$ cat src/rtl/seg7_scan_decoder.sv
// seg7_scan_decoder: recovers a 4-digit hex/decimal value from a multiplexed active-low 7-segment scan; SEG7_HEX_DECODE_EN enables A..F
module seg7_scan_decoder #(
  parameter int STABLE_CYCLES = 16
) (
  input  logic        clk_100MHz,
  input  logic        reset_n,
  input  logic        a,
  input  logic        b,
  input  logic        c,
  input  logic        d,
  input  logic        e,
  input  logic        f,
  input  logic        g,
  input  logic        dp,
  input  logic [3:0]  an,
  output logic [15:0] value,
  output logic [3:0]  dp_mask,
  output logic [3:0]  blank_mask,
  output logic        frame_done,
  output logic        value_changed,
  output logic        seg_error
);
  localparam logic [7:0] CAP_AT = 8'(STABLE_CYCLES - 1);
  logic [11:0] sync1, sync2, bus_q;
  logic [7:0]  cnt;
  logic [15:0] sh_val;
  logic [3:0]  sh_dp, sh_blank, captured;
  logic [3:0]  an_c;
  logic [6:0]  seg_c;
  logic        dp_c, cap, an_idle, an_one, dec_ok, dec_blank, store, err, full;
  logic [3:0]  dec_nib;
  logic [1:0]  sel;
  assign {an_c, dp_c, seg_c} = bus_q;
  assign cap     = cnt == CAP_AT;
  assign an_idle = an_c == 4'hF;
  assign an_one  = $onehot(~an_c);
  assign sel     = !an_c[0] ? 2'd0 : !an_c[1] ? 2'd1 : !an_c[2] ? 2'd2 : 2'd3;
  assign store   = cap && an_one && dec_ok;
  assign err     = cap && !an_idle && (!an_one || !dec_ok);
  assign full    = &captured;
  // Synchronize the bus and keep the previous synchronized sample; idle is all lines inactive
  always_ff @(posedge clk_100MHz or negedge reset_n)
    if (!reset_n) begin
      sync1 <= 12'hFFF;
      sync2 <= 12'hFFF;
      bus_q <= 12'hFFF;
    end else begin
      sync1 <= {an, dp, g, f, e, d, c, b, a};
      sync2 <= sync1;
      bus_q <= sync2;
    end
  // Stability counter: restart on any bus change, saturate so capture fires once per dwell
  always_ff @(posedge clk_100MHz or negedge reset_n)
    if (!reset_n) cnt <= 8'd0;
    else cnt <= (sync2 != bus_q) ? 8'd0 : (cnt == 8'hFF) ? cnt : cnt + 8'd1;
  // Active-low segment pattern to nibble; anything not in the table is illegal
  always_comb begin
    dec_ok    = 1'b1;
    dec_blank = 1'b0;
    dec_nib   = 4'h0;
    case (seg_c)
      7'h40: dec_nib = 4'h0;
      7'h79: dec_nib = 4'h1;
      7'h24: dec_nib = 4'h2;
      7'h30: dec_nib = 4'h3;
      7'h19: dec_nib = 4'h4;
      7'h12: dec_nib = 4'h5;
      7'h02: dec_nib = 4'h6;
      7'h78: dec_nib = 4'h7;
      7'h00: dec_nib = 4'h8;
      7'h10: dec_nib = 4'h9;
`ifdef SEG7_HEX_DECODE_EN
      7'h08: dec_nib = 4'hA;
      7'h03: dec_nib = 4'hB;
      7'h46: dec_nib = 4'hC;
      7'h21: dec_nib = 4'hD;
      7'h06: dec_nib = 4'hE;
      7'h0E: dec_nib = 4'hF;
`endif
      7'h7F: dec_blank = 1'b1;
      default: dec_ok = 1'b0;
    endcase
  end
  // Shadow frame: a legal capture (re)writes its digit; a completed frame clears the captured bits
  always_ff @(posedge clk_100MHz or negedge reset_n)
    if (!reset_n) begin
      sh_val   <= 16'h0000;
      sh_dp    <= 4'h0;
      sh_blank <= 4'h0;
      captured <= 4'h0;
    end else begin
      if (store) begin
        sh_val[{sel, 2'b00} +: 4] <= dec_nib;
        sh_dp[sel]                <= ~dp_c;
        sh_blank[sel]             <= dec_blank;
      end
      captured <= (full ? 4'h0 : captured) | (store ? 4'(4'b0001 << sel) : 4'h0);
    end
  // Publish the shadow frame the cycle after all four digits are in; error flag is sticky
  always_ff @(posedge clk_100MHz or negedge reset_n)
    if (!reset_n) begin
      value         <= 16'h0000;
      dp_mask       <= 4'h0;
      blank_mask    <= 4'h0;
      frame_done    <= 1'b0;
      value_changed <= 1'b0;
      seg_error     <= 1'b0;
    end else begin
      frame_done    <= full;
      value_changed <= full && (sh_val != value);
      seg_error     <= seg_error | err;
      if (full) begin
        value      <= sh_val;
        dp_mask    <= sh_dp;
        blank_mask <= sh_blank;
      end
    end
endmodule
$ cat config.mk
export PLATFORM = sky130hd
export DESIGN_NAME = seg7_scan_decoder
export DESIGN_NICKNAME = d
export VERILOG_FILES = /design/src/rtl/seg7_scan_decoder.sv
export SDC_FILE = /design/constraint.sdc
export NUM_CORES = 1
export LEC_CHECK = 0
export CAP_MARGIN = 20
export CORE_ASPECT_RATIO = 2
export CORE_MARGIN = 3
export CORE_UTILIZATION = 50
export CTS_CLUSTER_DIAMETER = 40
export CTS_CLUSTER_SIZE = 24
export DETAILED_ROUTE_END_ITERATION = 16
export DONT_BUFFER_PORTS = 1
export PLACE_DENSITY = 0.75
export SKIP_CTS_REPAIR_TIMING = 1
export SYNTH_ARGS = -nofsm -noshare
export SYNTH_HDL_FRONTEND = slang
export SYNTH_SLANG_ARGS = --single-unit
export TNS_END_PERCENT = 20
$ cat constraint.sdc
create_clock -name clk_100MHz -period 7.4 [get_ports clk_100MHz]
set_input_delay 2.22 -clock clk_100MHz [delete_from_list [all_inputs] [get_ports clk_100MHz]]
set_output_delay 2.22 -clock clk_100MHz [all_outputs]
set_load 0.01 [all_outputs]
==> metrics.md <==
| Metric | Value |
|---|---|
| Seq cells post-synth | `between 90 and 100` |
| Total Neg Setup Slack | `0 ps` |
| Die X | `around 71 um` |
| Largest net degree at the start of global routing | `100` |
| Final wirelength | `a little under 8 mm` |
| CP Data Arrival Time | `~3400 ps` |
| Initial antenna violation count | `0` |
| Number of synthesis warnings | `0` |
| GR Overflow Total | `0` |
| Clk_skew | `a little over 7 ps` |
| Min-delay src | `sync1[8]` |
| Post-synth EDFFs | `0` |
| Final min period | `roughly 3100 ps` |
| Unrepaired setup endpoints after global routing | `false` |
| WHS | `approximately 360 ps` |
| GRT Max-Usage Layer | `met2` |
| Layout cells sized above 1 | `16.9%` |
| VDD IR-drop max | `roughly 0.20 mV` |
| Starting Density | `between 50% and 60%` |
| Ports | `41` |
| R2R setup slack | `4300 ps` |
| Synthesized netlist net count | `approximately 400` |
| WP data required | `~7700 ps` |
| Most frequent cells in the layout | `63 x dfrtp_1, 62 x nand2_1, 36 x dfstp_2` |
| Number of CTS-inserted buffers | `9` |
| Met1 Track Usage GR | `around 17%` |
| Post-detail-place hpwl | `between 5 and 6 mm` |
| CTS tree | `yes` |
| M2 GR Usage | `31.6%` |
| Final hold vios | `0` |
| Area of the mapped netlist | `roughly 0.0042 sq mm` |
| Status | `complete, no violations` |
| Drt drc | `0` |
| Max Fclk | `around 320 MHz` |
| Hold Crit Class | `reg -> reg` |
| Slew Limit Fails | `0` |
| # port buffers | `0` |
| Sequential share of the synthesized area | `slightly below 60%` |
| Vias per cell | `between 5 and 6` |
| Period utilization | `41.9%` |
| Vias in the first global route | `between 2000 and 3000` |
| Layout net count | `around 390` |
| Hold Path Sink | `sync2[8]` |
| First-pass GRT wire length | `13.1 mm` |
| GRT Util Overall | `roughly 18%` |
| Synth async-reset ratio | `100%` |
| Mapped Cells | `370` |
| Worst r2r src | `bus_q[9]` |
| Worst-Margin Slew | `slightly below 800 ps` |
| Post-route setup slack | `4300 ps` |
| ANT cells | `0` |
| Clock Latency Late Sink | `350 ps` |
| WHS Path Cells | `0` |
| CTS sink count | `between 90 and 100` |
| H-tree depth | `3` |
| R2R Path End | `sh_val[6]` |
| Area Overhead vs Synth | `8.92%` |
| Place WS | `4380 ps` |
| Met3 Usage GRT | `5.63%` |
| WL/cell | `~17 um` |
| FF-to-FF path depth | `8` |
| Initial drt markers | `140` |
| Height of the die | `136 um` |
| Total of max-cap violations | `0` |
| Worst setup EP type | `register` |
| Relative slew margins | `around half` |
| Power Dens Cells | `231 mW/mm^2` |
| Vias | `2689` |
| Commonest non-fill, non-tap cell in the layout | `dfrtp_1` |
| Worst-case clock buffer depth | `2` |
| Worst-path clk slew | `roughly 60 ps` |
| # rows | `46` |
| Pre-Repair DR Iteration Count | `4` |
| Routed Antenna Nets | `0` |
| CORE AREA | `between 0.008 and 0.009 sq mm` |
| Placer Congestion | `around 0.9` |
| P_leak | `slightly above 2 nW` |
| Post-synth cell types | `47` |
| Final setup viols | `0` |
| Syn_area_per_cell | `roughly 11 sq um` |
| Top FF cell, synth | `dfrtp_1` |
| Clk root buf | `clkbuf_16` |
| Crit path max fanout | `9` |
| Critical path type | `reg -> reg` |
| CP startpoint kind | `register` |
| Die area | `roughly 0.0097 sq mm` |
| Fill cell count | `about 660` |
## through the flow
stage,util [%],cells,instance area [sq um],total power [mW]
2_1_floorplan,-,370,4240,0.598
3_3_place_gp,53.0,453,4300,0.603
3_5_place_dp,53.0,453,4300,0.605
4_1_cts,56.9,469,4610,1.08
5_1_grt,56.9,469,4610,1.10
6_report,56.9,469,4610,1.07
## layout make-up
class | instances | area (sq um) | area share, %
clock buffers | 13 | 293 | 6.34
clock inverters | 3 | 23.8 | 0.515
inverters | 20 | 75.1 | 1.63
multi-input cells | 237 | 1570 | 34.1
flip-flops and latches | 99 | 2520 | 54.7
well taps | 96 | 120 | 2.60
repair buffers | 1 | 7.51 | 0.163
## power breakdown
group          switching (mW)  leakage [nW]  internal [mW]  total, mW
clock                   0.192         0.157          0.280      0.472
sequential             0.0104          1.26          0.560      0.570
combinational          0.0144         0.611         0.0112     0.0255
## synthesized netlist by cell type, drive strengths merged (3+ instances only)
| library cell | count | area share (%) |
|---|---|---|
| o2bb2ai | 8 | 1.7 |
| nand4 | 12 | 1.8 |
| xnor2 | 17 | 3.5 |
| o21ai | 16 | 1.9 |
| nand3 | 7 | 0.83 |
| nand2 | 62 | 5.5 |
| nor2 | 16 | 1.4 |
| dfrtp | 63 | 37 |
| o22ai | 8 | 1.2 |
| a31oi | 6 | 0.89 |
| ha | 10 | 3.0 |
| dfstp | 36 | 22 |
| buf | 6 | 0.86 |
| or3b | 3 | 0.68 |
| mux2i | 6 | 1.4 |
| inv | 20 | 1.8 |
| xor2 | 15 | 3.1 |
| clkbuf | 8 | 0.71 |
| nor3 | 4 | 0.47 |
| and3 | 3 | 0.44 |
| nor4 | 6 | 1.0 |
| a21oi | 4 | 0.47 |
| nand4b | 3 | 0.62 |
## critical path: stages (launching register included)
cell and delay (ps):
dfstp_2 570, fa_1 420, inv_1 70, ha_1 130
ha_1 220, nor3b_1 640, and3_1 490, o21ai_0 280
o22ai_1 200
## how the worst max path moves through the flow
stage	startpoint	depth (start not counted)	slack [ps]	to
floorplan	value[0]	0	4780	value[0]
detailed placement	bus_q[9]	8	4380	sh_val[0]
CTS	value[2]	0	4350	value[2]
finish	bus_q[9]	8	4300	sh_val[6]
global route	bus_q[9]	8	4020	sh_val[0]
global placement	bus_q[9]	8	4550	sh_val[0]
## registers in the layout, summed over array words and instances, names as in the netlist
signal and count:
sh_dp 4, sync1 12, value_changed 1, frame_done 1, cnt 8, blank_mask 4, sh_val 16, dp_mask 4
value 16, captured 4, sh_blank 4, seg_error 1, bus_q 12, sync2 12
## kinds of logic after synthesis
logic type / count (synthesis) / share of synthesized area, %
AND/OR/NAND/NOR: 131 / 15.6
adder cells (fa/ha/maj): 11 / 3.43
XOR/XNOR: 32 / 6.62
AO/OA/AOI/OAI: 57 / 10.1
buffers and inverters: 34 / 3.34
flip-flops: 99 / 59.5
multiplexers: 6 / 1.42
## per-layer routing
layer	vias up	wire length (um)	part of all wire (%)
met5	-	0	0
met4	0	405	5.2
met3	31	297	3.8
met2	67	4340	56
met1	1308	2720	35
li1	1283	-	-
Note: power is estimated with default switching activity, not from simulation.
